### src/rtl/mux_arb_reg.sv
// Registered N-input multiplexer with per-channel valid/ready handshake.
// Selection is either external (mode 0, via sel) or round-robin (mode 1).
// A one-entry output register gives one-cycle latency and allows a drain
// and a new load in the same cycle, so full throughput is kept.
module mux_arb_reg #(
  parameter int WIDTH  = 32,
  parameter int NUM_IN = 4,
  parameter int SELW   = 2
) (
  input  logic                    clk,
  input  logic                    reset,
  input  logic [NUM_IN*WIDTH-1:0] in_data,
  input  logic [NUM_IN-1:0]       in_valid,
  output logic [NUM_IN-1:0]       in_ready,
  input  logic                    mode,
  input  logic [SELW-1:0]         sel,
  output logic [WIDTH-1:0]        out_data,
  output logic                    out_valid,
  output logic [SELW-1:0]         out_src,
  input  logic                    out_ready
);

  localparam int unsigned N  = NUM_IN;
  localparam int          IW = (NUM_IN > 1) ? $clog2(NUM_IN) : 1;

  logic [SELW-1:0]  last;
  logic             grant_vld;
  logic [SELW-1:0]  grant_idx;
  logic [WIDTH-1:0] grant_data;
  logic             can_load;
  logic             xfer;
  int unsigned      idx;

  // Slot can take new data when empty or being drained this cycle.
  assign can_load = !out_valid || out_ready;
  assign xfer     = grant_vld && can_load && !reset;

  // Grant selection: fixed index in mode 0, rotating search after last in mode 1.
  always_comb begin
    grant_vld = 1'b0;
    grant_idx = '0;
    idx       = 0;
    if (mode) begin
      // Search order wraps modulo NUM_IN, starting just after last.
      for (int unsigned k = 1; k <= N; k++) begin
        idx = (32'(last) + k) % N;
        if (!grant_vld && in_valid[idx[IW-1:0]]) begin
          grant_vld = 1'b1;
          grant_idx = SELW'(idx);
        end
      end
    end else begin
      // Only in-range channels are compared, so an out-of-range sel never grants.
      for (int unsigned i = 0; i < N; i++) begin
        if (SELW'(i) == sel && in_valid[i]) begin
          grant_vld = 1'b1;
          grant_idx = SELW'(i);
        end
      end
    end
  end

  // Route granted channel data and raise its ready when the slot can load.
  always_comb begin
    grant_data = '0;
    in_ready   = '0;
    for (int unsigned i = 0; i < N; i++) begin
      if (grant_vld && SELW'(i) == grant_idx) begin
        grant_data  = in_data[i*WIDTH +: WIDTH];
        in_ready[i] = can_load && !reset;
      end
    end
  end

  // Output register and round-robin pointer update.
  always_ff @(posedge clk) begin
    if (reset) begin
      out_valid <= 1'b0;
      out_data  <= '0;
      out_src   <= '0;
      last      <= SELW'(NUM_IN - 1);
    end else if (xfer) begin
      out_data  <= grant_data;
      out_src   <= grant_idx;
      out_valid <= 1'b1;
      if (mode) begin
        last <= grant_idx;
      end
    end else if (out_ready) begin
      out_valid <= 1'b0;
    end
  end

endmodule

### config.mk
export PLATFORM = sky130hd
export DESIGN_NAME = mux_arb_reg
export DESIGN_NICKNAME = d
export VERILOG_FILES = /design/src/rtl/mux_arb_reg.sv
export SDC_FILE = /design/constraint.sdc
export NUM_CORES = 1
export LEC_CHECK = 0
export CAP_MARGIN = 5
export CORE_MARGIN = 2
export CORE_UTILIZATION = 32
export DETAILED_ROUTE_END_ITERATION = 8
export HOLD_SLACK_MARGIN = 0.1
export PLACE_DENSITY_LB_ADDON = 0.3
export SYNTH_ARGS = -nofsm -noshare
export SYNTH_HDL_FRONTEND = slang
export SYNTH_SLANG_ARGS = --single-unit
### constraint.sdc
create_clock -name clk -period 2.3 [get_ports clk]
set_clock_uncertainty 0.1 [all_clocks]
set_input_delay 0.46 -clock clk [delete_from_list [all_inputs] [get_ports clk]]
set_output_delay 0.46 -clock clk [all_outputs]
set_load 0.03 [all_outputs]
### Word-level counts from Yosys, hierarchy flattened

Index checks and enable logic that the tools add are counted.
Widths: inputs -> output; s select.

| word-level totals | value |
|---|---|
| flip-flop bits (word level) | 37 |
| output and inout port bits | 39 |
| logic and storage cells | 80 |

| operators by class | value |
|---|---|
| $add $sub $neg | 4 |
| order comparisons | 4 |
| eq/ne operators | 6 |
| muxes and demuxes | 38 |
| reductions and logical operators | 24 |

Operators with widths:

| operator | number |
|---|---|
| $mux 32 | 4 |
| $mux 1 | 23 |
| $logic_and 1x1->1 | 14 |
| $mux 2 | 7 |
| $lt 2x3->1 const B | 4 |
| $bmux 1 s2 | 4 |
| $eq 2x2->1 const A | 4 |
| $logic_not 1->1 | 5 |
| $add 2x1->2 const B | 2 |
| $add 2x2->2 const B | 2 |
| $eq 1x2->1 const A | 2 |
| $logic_not 2->1 | 2 |
| $reduce_and 2->1 | 1 |
| $reduce_bool 2->1 | 1 |
| $logic_or 1x1->1 | 1 |

### Longest topological paths before layout

Gate-level depths: netlist of the first run.

| logic depth | value |
|---|---|
| word-level depth | 23 |
| depth in mapped cells | 9 |

### Least setup slack after synthesis of the first run

OpenSTA, ideal clock, no wires.

| timing | value |
|---|---|
| path kind | input to output |
| from | in in_valid[1] |
| to | out in_ready[2] |
| arrival | 2042 ps |
| data required time | 1740 ps |
| path slack | -302 ps |
| stages | 5 |
| buffers on the path | 0 |
| cells stage by stage | or3b_1 a21o_1 a311oi_4 nand2_1 a21oi_1 |

| on the way | value |
|---|---|
| cells in the longest elaborated chain, start to end | 19 |
| elaborated cells between the ends (all ways) | 37 |
| classes of those cells | eq/ne: 1; mux: 28; reduce/logical: 8 |

Ends and longest elaborated chain:

| item | line | text |
|---|---|---|
| from (decl) | 13 | `input logic [NUM_IN-1:0] in_valid,` |
| $bmux 1 s2 | 47 | `if (!grant_vld && in_valid[idx[IW-1:0]]) begin` |
| $mux 1 (not written as such) | 47 |  |
| $mux 1 | 47 |  |
| $mux 1 | 43 | `if (mode) begin` |
| $logic_not 1->1 | 47 |  |
| $logic_and 1x1->1 | 47 |  |
| $mux 1 | 47 |  |
| $mux 1 | 43 |  |
| [3 not listed] | -- |  |
| $mux 1 | 43 |  |
| $logic_not 1->1 | 47 |  |
| $logic_and 1x1->1 | 47 |  |
| $mux 2 | 47 |  |
| $mux 2 | 43 |  |
| $eq 2x2->1 | 68 | `if (grant_vld && SELW'(i) == grant_idx) begin` |
| $logic_and 1x1->1 (*) | 68 |  |
| $mux 1 (*) | 68 |  |
| to (decl) | 14 | `output logic [NUM_IN-1:0] in_ready,` |

Mark *: on every way between the ends. The rest lies on a longest branch, timed or not. The select of a mux whose other input is x is not followed.

### Worst setup path in the final report of the first run

| timing | value |
|---|---|
| from | reg last[1] |
| to | out in_ready[0] |

| on the way | value |
|---|---|
| cells in the longest elaborated chain, start to end | 20 |
| elaborated cells between the ends (all ways) | 34 |
| classes of those cells | add/sub: 4; mux: 22; reduce/logical: 8 |

Ends and longest elaborated chain:

| item | line | text |
|---|---|---|
| from (decl) | 26 | `logic [SELW-1:0] last;` |
| from (signal assigned) | 81 | `last <= SELW'(NUM_IN - 1);` |
| from (signal assigned) | 87 | `last <= grant_idx;` |
| $add 2x1->2 | 46 | `idx = (32'(last) + k) % N;` |
| $bmux 1 s2 | 47 |  |
| $mux 1 (not written as such) | 47 |  |
| $mux 1 | 47 |  |
| $mux 1 | 43 |  |
| $logic_not 1->1 | 47 |  |
| $logic_and 1x1->1 | 47 |  |
| $mux 1 | 47 |  |
| [4 not listed] | -- |  |
| $mux 1 | 43 |  |
| $logic_not 1->1 | 47 |  |
| $logic_and 1x1->1 | 47 |  |
| $mux 2 | 47 |  |
| $mux 2 | 43 |  |
| $logic_not 2->1 | 68 |  |
| $logic_and 1x1->1 (*) | 68 |  |
| $mux 1 (*) | 68 |  |

Marks and branches as above.

==> results of run 1 <==
==> power groups by stage <==
stage	Clock [µW]	Sequential [µW]	Combinational [µW]
CTS	465	795	1350
detailed placement	0	809	1250
finish	450	795	1510
global route	492	807	1590
global placement	0	803	1230
floorplan	0	983	435
==> flip-flops by register name, indices dropped and copies added (netlist names) <==
register   count
out_data      32
out_valid      1
last           2
out_src        2
==> stage by stage <==
stage,utilization,setup TNS (ns)
floorplan,-,-0.3521
global placement,0.6058,-25.21
detailed placement,0.6058,-26.60
CTS,0.6561,-3.212
global route,0.6949,-8.329
finish,0.6949,-5.865
==> cell usage in the layout, fill, tap and decap left out, types with 8 or more instances in the layout <==
| cell type | instances |
|---|---|
| a22oi_1 | 19 |
| a211oi_1 | 8 |
| nand2_1 | 8 |
| clkdlybuf4s50_1 | 165 |
| buf_4 | 41 |
| a221oi_2 | 21 |
| o21ai_0 | 47 |
| o21ai_1 | 8 |
| dfxtp_1 | 36 |
| nand3_1 | 21 |
| a21boi_0 | 33 |
| a221oi_4 | 11 |
| a21oi_1 | 13 |
| buf_6 | 9 |
| buf_12 | 8 |
| nor3_1 | 11 |
==> synth_stat cells, drive strengths merged, types with 2 or more instances <==
| library cell | count | share of area |
|---|---|---|
| or3b | 2 | 0.0068 |
| a221oi | 32 | 0.12 |
| nor3 | 11 | 0.021 |
| a211oi | 11 | 0.032 |
| nand3 | 21 | 0.041 |
| a21boi | 33 | 0.096 |
| clkbuf | 25 | 0.037 |
| and2 | 2 | 0.0049 |
| nor2 | 8 | 0.012 |
| mux2 | 3 | 0.013 |
| nor2b | 4 | 0.0097 |
| a22oi | 21 | 0.061 |
| o21ai | 56 | 0.11 |
| buf | 11 | 0.031 |
| a21oi | 17 | 0.037 |
| nand2b | 5 | 0.012 |
| a21o | 3 | 0.0088 |
| nand2 | 10 | 0.015 |
| dfxtp | 37 | 0.29 |
==> area by class of cell <==
| type | instances | area [µm²] |
|---|---|---|
| timing repair buffer | 233 | 2352 |
| multi-input combinational | 250 | 2090 |
| fill | 590 | 2370 |
| inverter | 1 | 3.754 |
| sequential | 37 | 744.5 |
| tap | 102 | 127.6 |
| clock buffer | 8 | 80.08 |
==> routing by layer <==
layer  GRT usage  vias up  share of wire  wire (µm)
met3     0.06366       18          0.087       1017
met4     0.08333        0          0.018        214
met2      0.4311      172           0.51       5902
li1            -     1677              -          -
met1      0.2735     1693           0.39       4541
met5           0        -              0          0
==> worst max-delay path: stages (launching register included) <==
cell and delay (ns):
dfxtp_4 0.37, or3b_1 0.35, a21o_1 0.19, a311oi_4 0.32, buf_4 0.20, a21oi_4 0.03
and2_4 0.17, buf_6 0.13
==> kinds of logic after synthesis <==
group                  after synthesis  synth area share
DFF                                 37            0.2881
AOI/OAI and AO/OA                  179            0.4915
muxes                                3           0.01314
and+or+nand+nor                     68            0.1377
buffers and inverters               37           0.06958
==> timing repair <==
item                       CTS  global route
setup endpoints to repair   39            37
gates cloned                 0             3
gates resized for setup     68            26
hold buffers                 0             0
setup buffers                4             7
pin swaps                   16            20
==> how the worst max path moves through the flow <==
stage                 from           to  slack [ns]  cells past startpoint
2_1_floorplan  in_valid[1]  in_ready[2]       -0.15                      5
3_3_place_gp   in_valid[0]  out_data[0]       -0.71                      9
3_5_place_dp   in_valid[0]  out_data[2]       -0.75                      9
4_1_cts            last[1]  in_ready[0]       -0.35                      7
5_1_grt            last[1]  in_ready[0]       -0.38                      7
6_report           last[1]  in_ready[0]       -0.31                      7
==> impl_metrics.json, run 1 <==
{
  "status": "complete, but fails checks",
  "violations": "negative setup slack",
  "yosys_most_used_dff": "dfxtp_1",
  "pwr-share-clk": 0.164,
  "fp.coreArea_um2": 7767,
  "dpl.cell_count": 610,
  "min-delay-start": "out_src[1]",
  "min_path_cells": 2,
  "clock-sinks": 37,
  "diodes": 0,
  "numPortBuffers": 176,
  "die-height_um": 93.64,
  "comb_power_share": 0.547,
  "regToRegStartpoint": "last[1]",
  "numCtsBuffers": 5,
  "finalHoldViolations": 0,
  "antenna_found_initial": 0,
  "dpl_cell_area_um2": 4706,
  "worstSkewPairLatency_ns": 0.28,
  "drt-total-wl_um": 11680,
  "slew_headroom": 0.7509,
  "syn_nets": 462,
  "drtIter0Drc": 249,
  "ys_warn_count": 0,
  "critPathKind": "flop to primary output",
  "worst_r2r_endpoint": "out_data[29]",
  "p_per_area_nw_per_um2": 509.6,
  "cp.arrival_ns": 2.05,
  "syn_area_um2": 2571,
  "r2r_slack_ns": -0.26,
  "slew_viol_final": 0,
  "hp-class": "flop to flop",
  "drt-pass1-iter-count": 5,
  "tightest_slew_ns": 0.3723,
  "drive_above_1_share": 0.2439,
  "avgViaCountPerCell": 5.642,
  "cts_htree_levels": 2,
  "setup_ws_ns": -0.3097,
  "power_frac_seq": 0.289,
  "dpl.hpwl_um": 7842,
  "route.detailed.drc": 0,
  "dieArea_um2": 8768,
  "crit_required_ns": 1.74,
  "vdd_drop_max_v": 0.0002266,
  "dp_slack_ns": -0.7541,
  "power.total_uw": 2751,
  "start_util": 0.3310,
  "rsz0062_at_grt": "true",
  "synthToLayoutAreaGrowth_pct": 109.9,
  "final_area_um2": 5398,
  "grt_pass1_vias": 3505,
  "avgRoutedWirePerCell_um": 18.50,
  "startpoint_type": "flop",
  "via_count": 3560,
  "rows": 32,
  "seq_area_frac_synth": 0.2881,
  "fmax_mhz": 383.2,
  "grtUsageTotal": 0.2401,
  "gp_congestion": 0.7882,
  "ys_ff_latch": 37,
  "end_kind": "primary output",
  "fin_cells": 631,
  "cap_violations": 0,
  "clk_pin_slew_ns": 0.07,
  "num-nets-final": 666,
  "fp.dieW_um": 93.64,
  "fin_hold_ws_ns": 0.3713,
  "p_int_uw": 1706,
  "sw_frac_of_total": 0.3800,
  "synth_async_sr_flop_share": 0,
  "ioPinCount": 177,
  "period_minus_slack_ns": 2.610,
  "clk_path_buf_depth": 2,
  "cts.root.buffer_cell": "clkbuf_8",
  "grt_pass1_wl_um": 16860,
  "crit_fanout": 8,
  "syn_avg_cell_area_um2": 7.936,
  "yosysUniqueCellTypes": 39,
  "synth_edf_count": 0,
  "grt_overflow": 0,
  "post-route-period-util": 1.135,
  "ant_nets": 0,
  "r2r_cells": 11,
  "whs_endpoint": "out_src[1]",
  "p_switching_uw": 1045,
  "cts_tree": "yes",
  "setup_viol": 36,
  "grt_max_degree": 40,
  "leakagePower_uw": 0.001937,
  "synth_cells": 324
}
Note: power is estimated with default switching activity, not from simulation.
==> inputs of run 2 (changes only) <==
Settings changed: CORE_UTILIZATION 32 to 36.
Clock period 2.3 ns to 2.66 ns, I/O delays scaled along.
==> run 2 against run 1 <==
Effect of this change:
- the run now ends clean
- cell area shrank 9.9%
- largest cell class unchanged
- critical endpoint unchanged
- die area is 11% lower
- sequential power fell by 14%
- worst hold slack gained 0.019 ns
- setup slack gained 0.32 ns
- sequential share of layout area is 1.5 points higher
- first-iteration DRC count is 27% lower
==> impl_metrics.json, run 2 (synthesis results as in run 1) <==
{
  "post-route-period-util": 0.9970,
  "cap_violations": 0,
  "p_per_area_nw_per_um2": 471.6,
  "dp_slack_ns": -0.4497,
  "fp.coreArea_um2": 6869,
  "synthToLayoutAreaGrowth_pct": 89.20,
  "end_kind": "primary output",
  "grt_max_degree": 35,
  "fmax_mhz": 377.1,
  "tightest_slew_ns": 0.3473,
  "slew_viol_final": 0,
  "grt_pass1_wl_um": 16350,
  "avgRoutedWirePerCell_um": 17.37,
  "crit_required_ns": 2.03,
  "cts_htree_levels": 2,
  "rsz0062_at_grt": "true",
  "cts.root.buffer_cell": "clkbuf_8",
  "top_register": "out_data",
  "drt-total-wl_um": 10590,
  "diodes": 0,
  "avgViaCountPerCell": 5.730,
  "drive_above_1_share": 0.1595,
  "dieArea_um2": 7834,
  "reg_top3": "out_data x32, last x2, out_src x2",
  "fin_hold_ws_ns": 0.3907,
  "start_util": 0.3743,
  "min-delay-start": "out_data[7]",
  "clk_path_buf_depth": 2,
  "regToRegStartpoint": "last[1]",
  "crit_fanout": 4,
  "tns_ns": 0,
  "period_minus_slack_ns": 2.652,
  "num-nets-final": 651,
  "slew_headroom": 0.7677,
  "startpoint_type": "input port",
  "leakagePower_uw": 0.001752,
  "rows": 30,
  "numCtsBuffers": 5,
  "setup_viol": 0,
  "drtIter0Drc": 181,
  "critPathKind": "input port to primary output",
  "gp_congestion": 0.8753,
  "grt_overflow": 0,
  "worstSkewPairLatency_ns": 0.28,
  "dpl.hpwl_um": 7690,
  "cp.arrival_ns": 2.02,
  "numPortBuffers": 176,
  "grt_pass1_vias": 3506,
  "route.detailed.drc": 0,
  "largest_reg_flops": 32,
  "setup_ws_ns": 0.007960,
  "drt-pass1-iter-count": 4,
  "vdd_drop_max_v": 0.0002000,
  "antenna_found_initial": 0,
  "final_cell_mix": "clkdlybuf4s50_1, o21ai_0, dfxtp_1, buf_4, a21boi_0",
  "finalHoldViolations": 0,
  "hp-class": "flop to flop",
  "ioPinCount": 177,
  "clk_pin_slew_ns": 0.07,
  "clock-sinks": 37,
  "fp.dieW_um": 88.51,
  "cts_tree": "yes",
  "die-height_um": 88.51,
  "startpoint": "in_valid[1]",
  "grtUsageTotal": 0.2662,
  "final_common_cell": "clkdlybuf4s50_1",
  "status": "finished, final reports clean",
  "via_count": 3495,
  "ant_nets": 0
}
[run 2: changes by cell type in the layout (fill, tap and decap cells not counted), moves of 3 or more]
| cell | before | now |
|---|---|---|
| a221oi_4 | 11 | 0 |
| a211oi_1 | 8 | 11 |
| a211oi_2 | 3 | 0 |
| buf_6 | 9 | 6 |
| a221oi_1 | 0 | 29 |
| clkbuf_16 | 3 | 0 |
| a221oi_2 | 21 | 3 |
| buf_4 | 41 | 34 |
[run 2: worst paths after layout]
kind | end | slack (ns) | depth (start not counted)
max reg2reg | out_data[8] | 0.24 | 9
max | in_ready[0] | 0.008 | 8
min | out_data[7] | 0.39 | 2
min reg2reg | out_data[7] | 0.39 | 2
[run 2: power breakdown]
group / internal (µW) / switching, µW / total, µW / leakage, µW
Clock: 306 / 199 / 505 / 0.0000585
Combinational: 551 / 553 / 1100 / 0.00138
Sequential: 639 / 46.2 / 685 / 0.000309
Total: 1500 / 799 / 2290 / 0.00175
[run 2: final cells by class]
| class | count | area (µm²) |
|---|---|---|
| repair buffers | 218 | 2158 |
| fillers | 547 | 2004 |
| multi-input cells | 250 | 1724 |
| flip-flops and latches | 37 | 742.0 |
| well taps | 96 | 120.1 |
| clock buffers | 7 | 86.33 |
| clock inverters | 1 | 30.03 |
| inverters | 1 | 3.754 |
[run 2: critical path, cell delays in order]
cell      delay (ns)
buf_6           0.10
or3b_1          0.39
a21o_1          0.19
a311oi_4        0.29
buf_4           0.20
a21oi_4         0.03
and2_4          0.16
buf_6           0.13
[run 2: what timing repair did]
action,in CTS,in global routing
pin swaps,7,2
resized for setup,30,10
setup endpoints to repair,30,4
hold buffers,0,0
setup buffers,6,0
[run 2: layer usage]
| layer | track usage | wire [µm] | vias to the layer above |
|---|---|---|---|
| li1 | - | - | 1646 |
| met1 | 0.3259 | 4256 | 1674 |
| met2 | 0.4614 | 5479 | 160 |
| met3 | 0.05317 | 699 | 15 |
| met4 | 0.09917 | 157 | 0 |
| met5 | 0 | 0 | - |
[run 2: metrics by stage]
stage	total power, µW	instances	instance area [µm²]	utilization
floorplan	1219	324	2580	-
global placement	1741	596	4639	0.6754
detailed placement	1759	596	4639	0.6754
CTS	2292	610	4855	0.7067
global route	2403	610	4865	0.7082
finish	2294	610	4865	0.7082
